## src/rtl/id_ex_stage_reg_pkg.sv

```systemverilog
// Shared ID/EX definitions for the RV32IF core.
// Holds the register index constants and the ID->EX field bundle.
package id_ex_stage_reg_pkg;

  localparam int XLEN_DEF   = 32;
  localparam int MC_LAT_DEF = 16;
  localparam int REG_IDX_W  = 5;

  localparam logic [REG_IDX_W-1:0] X0 = 5'd0;

  typedef struct packed {
    logic [XLEN_DEF-1:0]  pc;
    logic [REG_IDX_W-1:0] rs1;
    logic [REG_IDX_W-1:0] rs2;
    logic [REG_IDX_W-1:0] rs3;
    logic [REG_IDX_W-1:0] rd;
    logic [XLEN_DEF-1:0]  rs1_val;
    logic [XLEN_DEF-1:0]  rs2_val;
    logic [XLEN_DEF-1:0]  rs3_val;
    logic [XLEN_DEF-1:0]  imm;
    logic                 reg_wr_en;
    logic                 freg_wr_en;
    logic                 is_load;
    logic                 multicycle;
  } id_ex_bundle_t;

endpackage

```

## src/rtl/id_ex_stage_reg_mc_busy_counter.sv

```systemverilog
// Down-counter tracking the remaining EX cycles of a multi-cycle op.
// Busy while non-zero; done when the live op reaches zero.
module mc_busy_counter #(
  parameter int MC_LAT = 16,
  parameter int CNT_W  = 5
) (
  input  logic             clk,
  input  logic             rst,
  input  logic             load_i,
  input  logic [CNT_W-1:0] load_val_i,
  input  logic             flush_i,
  input  logic             active_i,
  output logic             busy_o,
  output logic             done_o
);

  logic [CNT_W-1:0] cnt_q;
  logic [CNT_W-1:0] cnt_d;

  always_comb begin
    cnt_d = cnt_q;
    if (flush_i) begin
      cnt_d = '0;
    end else if (load_i) begin
      cnt_d = load_val_i;
    end else if (cnt_q != '0) begin
      cnt_d = cnt_q - 1'b1;
    end
  end

  always_ff @(posedge clk or posedge rst) begin
    if (rst) begin
      cnt_q <= '0;
    end else begin
      cnt_q <= cnt_d;
    end
  end

  assign busy_o = (cnt_q != '0);
  assign done_o = active_i & (cnt_q == '0);

endmodule

```

## src/rtl/id_ex_stage_reg.sv

```systemverilog
// ID/EX pipeline register with multi-cycle stall, load-use bubble, flush.
// Optional perf counters built when ID_EX_PERF_CNT_EN is defined.
module id_ex_stage_reg
  import id_ex_stage_reg_pkg::*;
#(
  parameter int XLEN   = XLEN_DEF,
  parameter int MC_LAT = MC_LAT_DEF,
  parameter int CNT_W  = 5
) (
  input  logic                 clk,
  input  logic                 rst,
  input  logic                 ID_valid,
  input  logic [XLEN-1:0]      ID_pc,
  input  logic [REG_IDX_W-1:0] ID_rs1,
  input  logic [REG_IDX_W-1:0] ID_rs2,
  input  logic [REG_IDX_W-1:0] ID_rs3,
  input  logic                 ID_rs3_en,
  input  logic [REG_IDX_W-1:0] ID_rd,
  input  logic [XLEN-1:0]      ID_rs1_val,
  input  logic [XLEN-1:0]      ID_rs2_val,
  input  logic [XLEN-1:0]      ID_rs3_val,
  input  logic [XLEN-1:0]      ID_imm,
  input  logic                 ID_reg_wr_en,
  input  logic                 ID_freg_wr_en,
  input  logic                 ID_is_load,
  input  logic                 ID_multicycle,
  input  logic                 flush,
  output logic                 EX_valid,
  output logic [XLEN-1:0]      EX_pc,
  output logic [XLEN-1:0]      EX_imm,
  output logic [REG_IDX_W-1:0] EX_rs1,
  output logic [REG_IDX_W-1:0] EX_rs2,
  output logic [REG_IDX_W-1:0] EX_rs3,
  output logic [REG_IDX_W-1:0] EX_rd,
  output logic [XLEN-1:0]      EX_rs1_val,
  output logic [XLEN-1:0]      EX_rs2_val,
  output logic [XLEN-1:0]      EX_rs3_val,
  output logic                 EX_reg_wr_en,
  output logic                 EX_freg_wr_en,
  output logic                 EX_is_load,
  output logic                 EX_mc_done,
  output logic                 ID_stall,
  output logic [31:0]          perf_stall_cnt,
  output logic [31:0]          perf_bubble_cnt
);

  id_ex_bundle_t id_b;
  id_ex_bundle_t ex_q;
  id_ex_bundle_t ex_d;
  logic          valid_q;
  logic          valid_d;

  logic             cnt_load;
  logic [CNT_W-1:0] cnt_val;
  logic             mc_busy;
  logic             mc_stall;
  logic             lu_haz;
  logic             rd_hit;
  logic             bubble;

  always_comb begin
    id_b            = '0;
    id_b.pc         = ID_pc;
    id_b.rs1        = ID_rs1;
    id_b.rs2        = ID_rs2;
    id_b.rs3        = ID_rs3;
    id_b.rd         = ID_rd;
    id_b.rs1_val    = ID_rs1_val;
    id_b.rs2_val    = ID_rs2_val;
    id_b.rs3_val    = ID_rs3_val;
    id_b.imm        = ID_imm;
    id_b.reg_wr_en  = ID_reg_wr_en;
    id_b.freg_wr_en = ID_freg_wr_en;
    id_b.is_load    = ID_is_load;
    id_b.multicycle = ID_multicycle;
  end

  mc_busy_counter #(
    .MC_LAT (MC_LAT),
    .CNT_W  (CNT_W)
  ) u_mc_cnt (
    .clk        (clk),
    .rst        (rst),
    .load_i     (cnt_load),
    .load_val_i (cnt_val),
    .flush_i    (flush),
    .active_i   (valid_q & ex_q.multicycle),
    .busy_o     (mc_busy),
    .done_o     (EX_mc_done)
  );

  assign mc_stall = valid_q & mc_busy;

  // f0 is a real FP register, so only the integer path exempts index 0
  assign rd_hit =
    (ex_q.reg_wr_en & (ex_q.rd != X0) &
     ((ex_q.rd == ID_rs1) | (ex_q.rd == ID_rs2))) |
    (ex_q.freg_wr_en &
     ((ex_q.rd == ID_rs1) | (ex_q.rd == ID_rs2) |
      (ID_rs3_en & (ex_q.rd == ID_rs3))));

  assign lu_haz   = valid_q & ex_q.is_load & ID_valid & rd_hit;
  assign ID_stall = ~flush & (mc_stall | lu_haz);
  assign bubble   = ~flush & ~mc_stall & lu_haz;

  always_comb begin
    ex_d     = ex_q;
    valid_d  = valid_q;
    cnt_load = 1'b0;
    cnt_val  = '0;
    if (flush) begin
      valid_d         = 1'b0;
      ex_d.reg_wr_en  = 1'b0;
      ex_d.freg_wr_en = 1'b0;
      ex_d.multicycle = 1'b0;
    end else if (mc_stall) begin
      ex_d = ex_q;
    end else if (lu_haz) begin
      valid_d         = 1'b0;
      ex_d.reg_wr_en  = 1'b0;
      ex_d.freg_wr_en = 1'b0;
      ex_d.multicycle = 1'b0;
    end else begin
      ex_d     = id_b;
      valid_d  = ID_valid;
      cnt_load = 1'b1;
      if (ID_valid & ID_multicycle) begin
        cnt_val = CNT_W'(MC_LAT - 1);
      end
    end
  end

  always_ff @(posedge clk or posedge rst) begin
    if (rst) begin
      ex_q    <= '0;
      valid_q <= 1'b0;
    end else begin
      ex_q    <= ex_d;
      valid_q <= valid_d;
    end
  end

  assign EX_valid      = valid_q;
  assign EX_pc         = ex_q.pc;
  assign EX_imm        = ex_q.imm;
  assign EX_rs1        = ex_q.rs1;
  assign EX_rs2        = ex_q.rs2;
  assign EX_rs3        = ex_q.rs3;
  assign EX_rd         = ex_q.rd;
  assign EX_rs1_val    = ex_q.rs1_val;
  assign EX_rs2_val    = ex_q.rs2_val;
  assign EX_rs3_val    = ex_q.rs3_val;
  assign EX_reg_wr_en  = ex_q.reg_wr_en & valid_q;
  assign EX_freg_wr_en = ex_q.freg_wr_en & valid_q;
  assign EX_is_load    = ex_q.is_load;

`ifdef ID_EX_PERF_CNT_EN
  logic [31:0] stall_cnt_q;
  logic [31:0] bubble_cnt_q;

  always_ff @(posedge clk or posedge rst) begin
    if (rst) begin
      stall_cnt_q  <= '0;
      bubble_cnt_q <= '0;
    end else begin
      if (ID_stall) stall_cnt_q <= stall_cnt_q + 32'd1;
      if (bubble) bubble_cnt_q <= bubble_cnt_q + 32'd1;
    end
  end

  assign perf_stall_cnt  = stall_cnt_q;
  assign perf_bubble_cnt = bubble_cnt_q;
`else
  logic unused_bubble;
  assign unused_bubble   = bubble;
  assign perf_stall_cnt  = '0;
  assign perf_bubble_cnt = '0;
`endif

endmodule

```

## config.mk

```make
export PLATFORM = sky130hd
export DESIGN_NAME = id_ex_stage_reg
export DESIGN_NICKNAME = d
export VERILOG_FILES = /design/src/rtl/id_ex_stage_reg_pkg.sv /design/src/rtl/id_ex_stage_reg_mc_busy_counter.sv /design/src/rtl/id_ex_stage_reg.sv
export SDC_FILE = /design/constraint.sdc
export NUM_CORES = 1
export LEC_CHECK = 0
export BUFFER_PORTS_ARGS = -buffer_cell sky130_fd_sc_hd__buf_2
export CORE_MARGIN = 2
export CORE_UTILIZATION = 30
export CTS_CLUSTER_SIZE = 28
export DETAILED_ROUTE_END_ITERATION = 16
export GPL_TIMING_DRIVEN = 0
export PLACE_DENSITY_LB_ADDON = 0.3
export SLEW_MARGIN = 40
export SYNTH_ARGS = -nofsm -noshare
export SYNTH_HDL_FRONTEND = slang
export SYNTH_SLANG_ARGS = --single-unit
export TNS_END_PERCENT = 50
```

## constraint.sdc

```tcl
create_clock -name clk -period 7.8 [get_ports clk]
set_input_delay 0.39 -clock clk [delete_from_list [all_inputs] [get_ports clk]]
set_output_delay 0.39 -clock clk [all_outputs]
set_load 0.1 [all_outputs]
```

# Word-level counts from Yosys, hierarchy flattened
# Index checks and enable logic that the tools add are counted.
dict set report totals {
  reg_bits 190
  latchBits 0
  mem_bits_rw 0
  rom_bits 0
  inputBits 189
  output_inout_bits 250
  wordCells 64
  mem_count 0
}
dict set report classes {
  n_addsub 1
  mul 0
  div_mod_pow 0
  magnitude_cmp 0
  n_eq_ne 4
  shift 0
  n_mux 18
  bitwise 21
  reduce_logical 5
}
# operator count
set ops {}
lappend ops {{4-bit two-way mux} 4}
lappend ops {{5-bit equality test} 3}
lappend ops {{5-bit two-way mux} 3}
lappend ops {{1-bit AND} 14}
lappend ops {{5-bit nonzero test} 2}
lappend ops {{1-bit two-way mux} 9}
lappend ops {{5-bit zero test} 1}
lappend ops {{5-bit by 1-bit subtractor with 5-bit output, second input constant} 1}
lappend ops {{2-bit two-way mux} 2}
lappend ops {{1-bit bitwise OR} 4}
lappend ops {{1-bit NOT} 3}
lappend ops {{3-bit AND reduction} 1}
lappend ops {{3-bit nonzero test} 1}
lappend ops {{2-bit != test, second input constant} 1}

# Depth between registers and ports, before layout
# Gate-level depths: netlist of run 1.
dict set report depth {
  ltp_word 11
  mapped_depth 10
  mapped_depth_nobuf 8
}

# Modules after synthesis
# A second synthesis of run 1 with hierarchy kept.
dict set report unflattened {
  hier_cells 978
  hier_area_um2 11030.6
}
# mod n_inst cells_per_inst area_per_inst_um2 seq_area_each_um2
set modules_own_cells {}
lappend modules_own_cells {id_ex_stage_reg 1 943 10711.5 4629.4}
lappend modules_own_cells {mc_busy_counter 1 35 319.1 125.1}

# Least setup slack after synthesis of run 1
# OpenSTA, ideal clock, no wires.
dict set report synth_timing {
  path_type {reg2out}
  start {register ex_q (netlist bit EX_is_load)}
  end {output ID_stall}
  arrival_ps 2678
  required_time_ps 7410
  setup_slack_ps 4732
  stages_incl_launch_ff 5
  n_path_buf 0
  path_cell_list {dfrtp_1 -> o211ai_2 -> a21oi_1 -> nor2_1 -> nor2_1}
}
dict set report synth_via {
  elab_chain_len 5
}
# item line
set synth_lines {}
lappend synth_lines {{start, declared} id_ex_stage_reg.sv:48} ;# id_ex_bundle_t ex_q;
lappend synth_lines {{start signal, assigned} id_ex_stage_reg.sv:135} ;# ex_q <= '0;
lappend synth_lines {{start signal, assigned} id_ex_stage_reg.sv:138} ;# ex_q <= ex_d;
lappend synth_lines {{1-bit AND (3 in series)} id_ex_stage_reg.sv:102} ;# assign lu_haz = valid_q & ex_q.is_load & ID_valid & rd_hit;
lappend synth_lines {{1-bit bitwise OR} id_ex_stage_reg.sv:103} ;# assign ID_stall = ~flush & (mc_stall | lu_haz);
lappend synth_lines {{1-bit AND} id_ex_stage_reg.sv:103}
lappend synth_lines {{end, declared} id_ex_stage_reg.sv:42} ;# output logic ID_stall,
# No other way between the ends.

# Worst setup path in the final report of run 1
dict set report layout_timing {
  start {register ex_q (netlist bit EX_rd[1])}
  end {output ID_stall}
}
dict set report layout_via {
  elab_chain_len 8
  elab_cells_between_ends 14
  cone_classes {eq/ne (3); bitwise (10); reduce/logical (1)}
}
# item line
set layout_lines {}
lappend layout_lines {{5-bit equality test (on tied branches)} {id_ex_stage_reg.sv:97, id_ex_stage_reg.sv:99, id_ex_stage_reg.sv:100}}
lappend layout_lines {{1-bit bitwise OR / 1-bit AND (equally long branches)} {id_ex_stage_reg.sv:97, id_ex_stage_reg.sv:99, id_ex_stage_reg.sv:100}}
lappend layout_lines {{1-bit bitwise OR} id_ex_stage_reg.sv:99} ;# ((ex_q.rd == ID_rs1) | (ex_q.rd == ID_rs2) |
lappend layout_lines {{1-bit AND} id_ex_stage_reg.sv:98} ;# (ex_q.freg_wr_en &
lappend layout_lines {{1-bit bitwise OR (*)} id_ex_stage_reg.sv:97} ;# ((ex_q.rd == ID_rs1) | (ex_q.rd == ID_rs2))) |
lappend layout_lines {{1-bit AND (*)} id_ex_stage_reg.sv:102}
lappend layout_lines {{1-bit bitwise OR (*)} id_ex_stage_reg.sv:103}
lappend layout_lines {{1-bit AND (*)} id_ex_stage_reg.sv:103}
# Mark *: on every way between the ends. The rest lies on a longest branch, timed or not.

==> metrics, run 1 <==
result of the run=complete, no violations; Area growth syn-to-layout=35.4%; Finished Layout Cells=1571; maximum clock frequency=354 MHz; final critical path time including I/O delays and setup=2.82 ns; post-DP HPWL=16.8 mm; Setup TNS=0 ns; delay of the slowest cell on the worst path=0.59 ns; RSZ-0062 raised after global routing=false; cell repeated most along the worst path=nor2_1; via count=6164; number of instances in the synthesized netlist=702; area of the die=32200 µm²; number of synthesized register bits=190; share of the yosys chip area belonging to registers=0.514; later-pin clock latency in the skew report=0.42 ns; number of max-capacitance violations reported=0; overall routing resource usage=0.132; combined area of all synthesized cells=9250 µm²; Warnings, synthesis=0; arrival time reported for the critical path endpoint=2.43 ns; H-Tree Depth=4; utilization after layout=0.410; synthesized area per cell=13.2 µm²; terminating pin of the worst hold path=ex_q[2]; DR pass1 iterations=4; footprint of the flip-flops and latches=4750 µm²; fraction of final layout cells with drive strength greater than 1=0.731; cts repair resizes=0; Hold WC Path Type=primary input to flip-flop; Critical path buffers and inverters=1; required time reported for the critical path endpoint=7.41 ns; leftover overflow at the end of global routing=0; Avg WL per Cell=13.7 µm; number of synthesized flops with an enable pin=0; final design area excluding fillers=12500 µm²; min-delay src=ID_freg_wr_en; die outline height=180 µm; Final Net Count=1351; number of antenna violations at the first check in global routing=1; x dimension of the die=180 µm; Port Buffer Count=374; filler cell count=3057; number of slew-limit violations in the final report=0; starting utilization of the core area=0.303; DRC errors left=0; maximum fanout along the worst path=6; largest net degree at the start of global routing=76; worst-case clock buffer depth=2; standard cell core area=30500 µm²; share of the clock period used by the worst path after layout=0.362; Worst Reg2Reg Path Length in Cells=8; via count of the first global-routing pass=6168; number of buffers created by CTS=17; multi-input gate area in the final layout=2720 µm²; critical register-to-register path endpoint=EX_rs1_val[20]; minimum setup slack among reg-to-reg paths=5.07 ns; per-cell via count in the routed design=3.92; cell breakdown of the critical path=or4_1 -> o21a_1 -> o211ai_2 -> a21oi_1 -> nor2_1 -> nor2_1 -> buf_2; worst reg2reg path startpoint=EX_rd[1]; Routed Antenna Nets=0; slew at the pin with the worst max-slew slack=0.659 ns; wire length of the first global-routing pass=34.1 mm; sort of element at the start of the critical path=flip-flop; maximum clock skew at final layout=0.0135 ns; clock tree sinks=190; total wire length after detailed routing=21.5 mm; violation count after the first detailed-routing iteration=163; Root Buffer Master=clkbuf_16; Slew HR=0.549; async set or reset register ratio after synthesis=1.00; Critical-path top delay cell=or4_1; std cell rows=64; number of hold violations in the final report=0; I/O Pins=439; crit-path leading delay family=simple AND/OR/NAND/NOR gates; placed cell count=1537; Unique masters post-synth=33; kind of capture point of the worst setup path=output pin; count of final setup violators=0; Clock transition at path regs=0.08 ns; critical path start-end classification=flip-flop to output pin; Routability Congestion=0.724; Placement Cell Area=11900 µm²; most common flop cell mapped by yosys=dfrtp_1; clock tree from TritonCTS=yes; number of instances on the worst hold path=2; post-CTS setup buffer count=0
-- sequential cells by signal (all words and copies together), names as in the netlist --
register / flops
EX_imm: 32
EX_pc: 32
EX_rs1_val: 32
EX_rs2_val: 32
EX_rs3_val: 32
EX_rd: 5
EX_rs1: 5
EX_rs2: 5
EX_rs3: 5
u_mc_cnt.cnt_q: 5
ex_q: 3
EX_is_load: 1
EX_valid: 1
-- synthesized netlist by cell type, types with 2 or more instances --
cell type | count | area (µm²)
buf_4 | 245 | 1840
dfrtp_1 | 190 | 4750
mux2_2 | 182 | 2050
buf_6 | 10 | 113
xor2_1 | 10 | 87.6
buf_2 | 9 | 45.0
xnor2_1 | 7 | 61.3
nor2_1 | 5 | 18.8
inv_1 | 4 | 15.0
nand2_1 | 4 | 15.0
a22o_1 | 3 | 26.3
nand3_1 | 3 | 15.0
nor3_1 | 3 | 15.0
o21a_1 | 3 | 22.5
a21oi_1 | 2 | 10.0
and2_1 | 2 | 12.5
nand4_1 | 2 | 12.5
nor3b_1 | 2 | 15.0
o21ai_0 | 2 | 10.0
-- placed cells by master, fill, tap and decap left out, drive strengths merged, types with 2 or more instances in the layout --
cell type / n
dfrtp: 190
nor2: 5
nand3: 3
a21oi: 2
nor3b: 2
nand2: 5
o21a: 3
o21ai: 2
xnor2: 7
clkbuf: 20
conb: 64
inv: 7
nand4: 2
and2: 2
xor2: 10
clkinv: 9
mux2: 182
nor3: 3
a22o: 3
buf: 640
-- layer usage --
layer  vias to the layer above  track usage  share of wire
li1                       2965            -              -
met1                      2928        0.164           0.42
met2                       256        0.219           0.49
met3                        15       0.0456          0.078
met4                         0       0.0348          0.012
met5                         -            0              0
-- metrics by stage --
| step | setup WS [ns] | hold slack, ns |
|---|---|---|
| final | 4.98 | 0.191 |
| after detailed placement | 4.99 | 0.462 |
| after CTS | 4.92 | 0.165 |
| after floorplan | 2.24 | 0.458 |
| after global routing | 4.81 | 0.158 |
| after global placement | -0.408 | 0.486 |
-- timing repair --
action,4_1_cts,5_1_grt
hold buffers,1,0
setup endpoints to repair,0,0
endpoints found under the hold margin,15,0
-- how the worst max path moves through the flow --
stage	start	endpoint	slack, ns	depth (start not counted)
after floorplan	rst	EX_imm[0]	2.24	1
after global placement	rst	EX_pc[31]	-0.41	2
after detailed placement	EX_rd[1]	EX_rs1_val[16]	4.99	8
after CTS	EX_rd[1]	ID_stall	4.92	7
after global routing	EX_rd[1]	ID_stall	4.81	7
final	EX_rd[1]	ID_stall	4.98	7
-- logic make-up after synthesis --
family | share of synthesized area
flip-flops | 0.514
buffers and inverters | 0.218
adder cells (fa/ha/maj) | 0.00135
XOR/XNOR | 0.0161
other | 0.000406
AO/OA/AOI/OAI | 0.0141
multiplexers | 0.222
AND/OR/NAND/NOR | 0.0147
-- cell type report --
type | instances | share of cell area
clock buffer | 20 | 0.0373
sequential | 190 | 0.380
antenna | 1 | 0.000200
tap | 396 | 0.0396
timing repair buffer | 377 | 0.155
clock inverter | 12 | 0.00999
inverter | 4 | 0.00180
buffer | 264 | 0.160
multi-input combinational | 307 | 0.217
Power of run 1 is left out: the tool's default activity adds up to more than one toggle a clock period on the data nets, which glitch-free logic cannot reach.
==> run 2, diff against run 1 <==
==> constraint.sdc (replaced) <==
create_clock -name clk -period 2.41 [get_ports clk]
set_input_delay 0.1205 -clock clk [delete_from_list [all_inputs] [get_ports clk]]
set_output_delay 0.1205 -clock clk [all_outputs]
set_load 0.1 [all_outputs]
==> run 2 against run 1 <==
Effect of this change:
- the flow now finishes with violations (setup timing)
- design area increased by 24%
- non-clock buffer count is 212 higher
- utilization up 9.7 points
- wire length rose by 23%
- register-to-register slack lost 5.1 ns
- critical endpoint is now EX_rs3_val[2]
- largest cell class is now buffers
- highest routed layer unchanged
==> metrics, run 2 (same netlist as run 1, synthesis figures left out) <==
clock tree sinks=190; I/O Pins=439; required time reported for the critical path endpoint=2.72 ns; Avg WL per Cell=14.9 µm; maximum clock frequency=407 MHz; minimum setup slack among reg-to-reg paths=-0.05 ns; DRC errors left=0; critical register-to-register path endpoint=EX_rs3_val[2]; via count of the first global-routing pass=7837; Clock transition at path regs=0.08 ns; wire length of the first global-routing pass=41.9 mm; number of hold violations in the final report=0; Setup TNS=-2.27 ns; commonest non-fill, non-tap cell in the layout=buf_2; post-DP HPWL=17.8 mm; Root Buffer Master=clkbuf_16; RSZ-0062 raised after global routing=true; PnR worst setup slack=-0.0496 ns; area of the die=32200 µm²; die outline height=180 µm; filler cell count=2611; antenna diode instance count=0; Routed Antenna Nets=0; Slew HR=0.502; min-delay src=flush; H-Tree Depth=4; final critical path time including I/O delays and setup=2.46 ns; leftover overflow at the end of global routing=0; worst-case clock buffer depth=2; per-cell via count in the routed design=3.97; total wire length after detailed routing=26.5 mm; number of antenna violations at the first check in global routing=0; Setup Slack @ Placement=-0.408 ns; later-pin clock latency in the skew report=0.43 ns; Final Net Count=1563; sort of element at the start of the critical path=flip-flop; maximum fanout along the worst path=10; result of the run=finished with violations; leading cell types in the layout, fill and taps excluded=372 x buf_2, 253 x buf_4, 187 x dfrtp_1; count of final setup violators=87; Port Buffer Count=374; maximum clock skew at final layout=0.0168 ns; worst reg2reg path startpoint=EX_rd[1]; x dimension of the die=180 µm; DR pass1 iterations=4; number of instances on the worst hold path=3; standard cell core area=30500 µm²; violations in the final reports=setup timing; via count=7073; launching element of the worst setup path=EX_rd[1]; clock tree from TritonCTS=yes; kind of capture point of the worst setup path=flip-flop; std cell rows=64; number of max-capacitance violations reported=0; overall routing resource usage=0.162; Area growth syn-to-layout=67.4%; terminating pin of the worst hold path=u_mc_cnt.cnt_q[1]; Worst Reg2Reg Path Length in Cells=9; Routability Congestion=0.740; slew at the pin with the worst max-slew slack=0.728 ns; starting utilization of the core area=0.303; Hold WC Path Type=primary input to flip-flop; largest net degree at the start of global routing=25; violation count after the first detailed-routing iteration=183; critical path start-end classification=flip-flop to flip-flop; fraction of final layout cells with drive strength greater than 1=0.642; number of buffers created by CTS=17; number of slew-limit violations in the final report=0; share of the clock period used by the worst path after layout=1.02; arrival time reported for the critical path endpoint=2.77 ns
## run 2: changes by cell type in the layout (fill, tap and decap cells not counted), sizes merged
cell	delta
buf	+19
bufinv	+1
clkbuf	+9
clkinv	-6
clkinvlp	+6
diode	-1
dlygate4sd3	+185
inv	-4
## run 2: worst max path at each step
stage	to	slack (ns)
2_1_floorplan	EX_imm[0]	-0.16
6_report	EX_rs3_val[2]	-0.05
3_5_place_dp	EX_imm[26]	-0.41
4_1_cts	EX_rs1_val[0]	-0.09
5_1_grt	EX_rs1_val[0]	-0.14
3_3_place_gp	EX_rs3[2]	-1.59
## run 2: through the flow
step / hold WS (ns) / utilization / cell area (µm²) / instances
after floorplan: 0.237 / - / 9490 / 765
after CTS: 0.00962 / 0.494 / 15100 / 1772
final: 0.0330 / 0.508 / 15500 / 1780
after global routing: 0.0275 / 0.508 / 15500 / 1780
after detailed placement: 0.138 / 0.396 / 12100 / 1544
after global placement: 0.347 / 0.389 / 11900 / 1535
## run 2: area by class of cell
type	count	area (µm²)	share of cell area
clock inverters	9	90.1	0.00582
clock buffers	21	460	0.0297
plain buffers	263	2170	0.140
repair buffers	590	4300	0.278
multi-input cells	307	3190	0.206
inverters	4	18.8	0.00121
flip-flops and latches	190	4760	0.307
well taps	396	495	0.0320
## run 2: metal layers
layer | vias up | track usage | part of all wire
met4 | 0 | 0.0540 | 0.023
li1 | 3375 | - | -
met5 | - | 0 | 0
met3 | 32 | 0.0504 | 0.065
met2 | 285 | 0.277 | 0.49
met1 | 3381 | 0.192 | 0.42
## run 2: repair_timing
| action | CTS | global route |
|---|---|---|
| pin swaps | 1 | 4 |
| gates resized for setup | 122 | 66 |
| endpoints found under the setup margin | 190 | 186 |
| hold buffers | 186 | 0 |
| buffers inserted | 11 | 2 |
| cloned | 2 | 7 |
| endpoints found under the hold margin | 229 | 0 |
## run 2: critical path: stages, from the launching register on
cell	delay, ns
dfrtp_2	0.42
or4_4	0.54
o21a_1	0.19
o211ai_2	0.15
a31oi_1	0.12
nand2_2	0.15
buf_4	0.14
buf_12	0.15
buf_12	0.16
mux2_4	0.31
Power of run 2 is left out for the same reason.
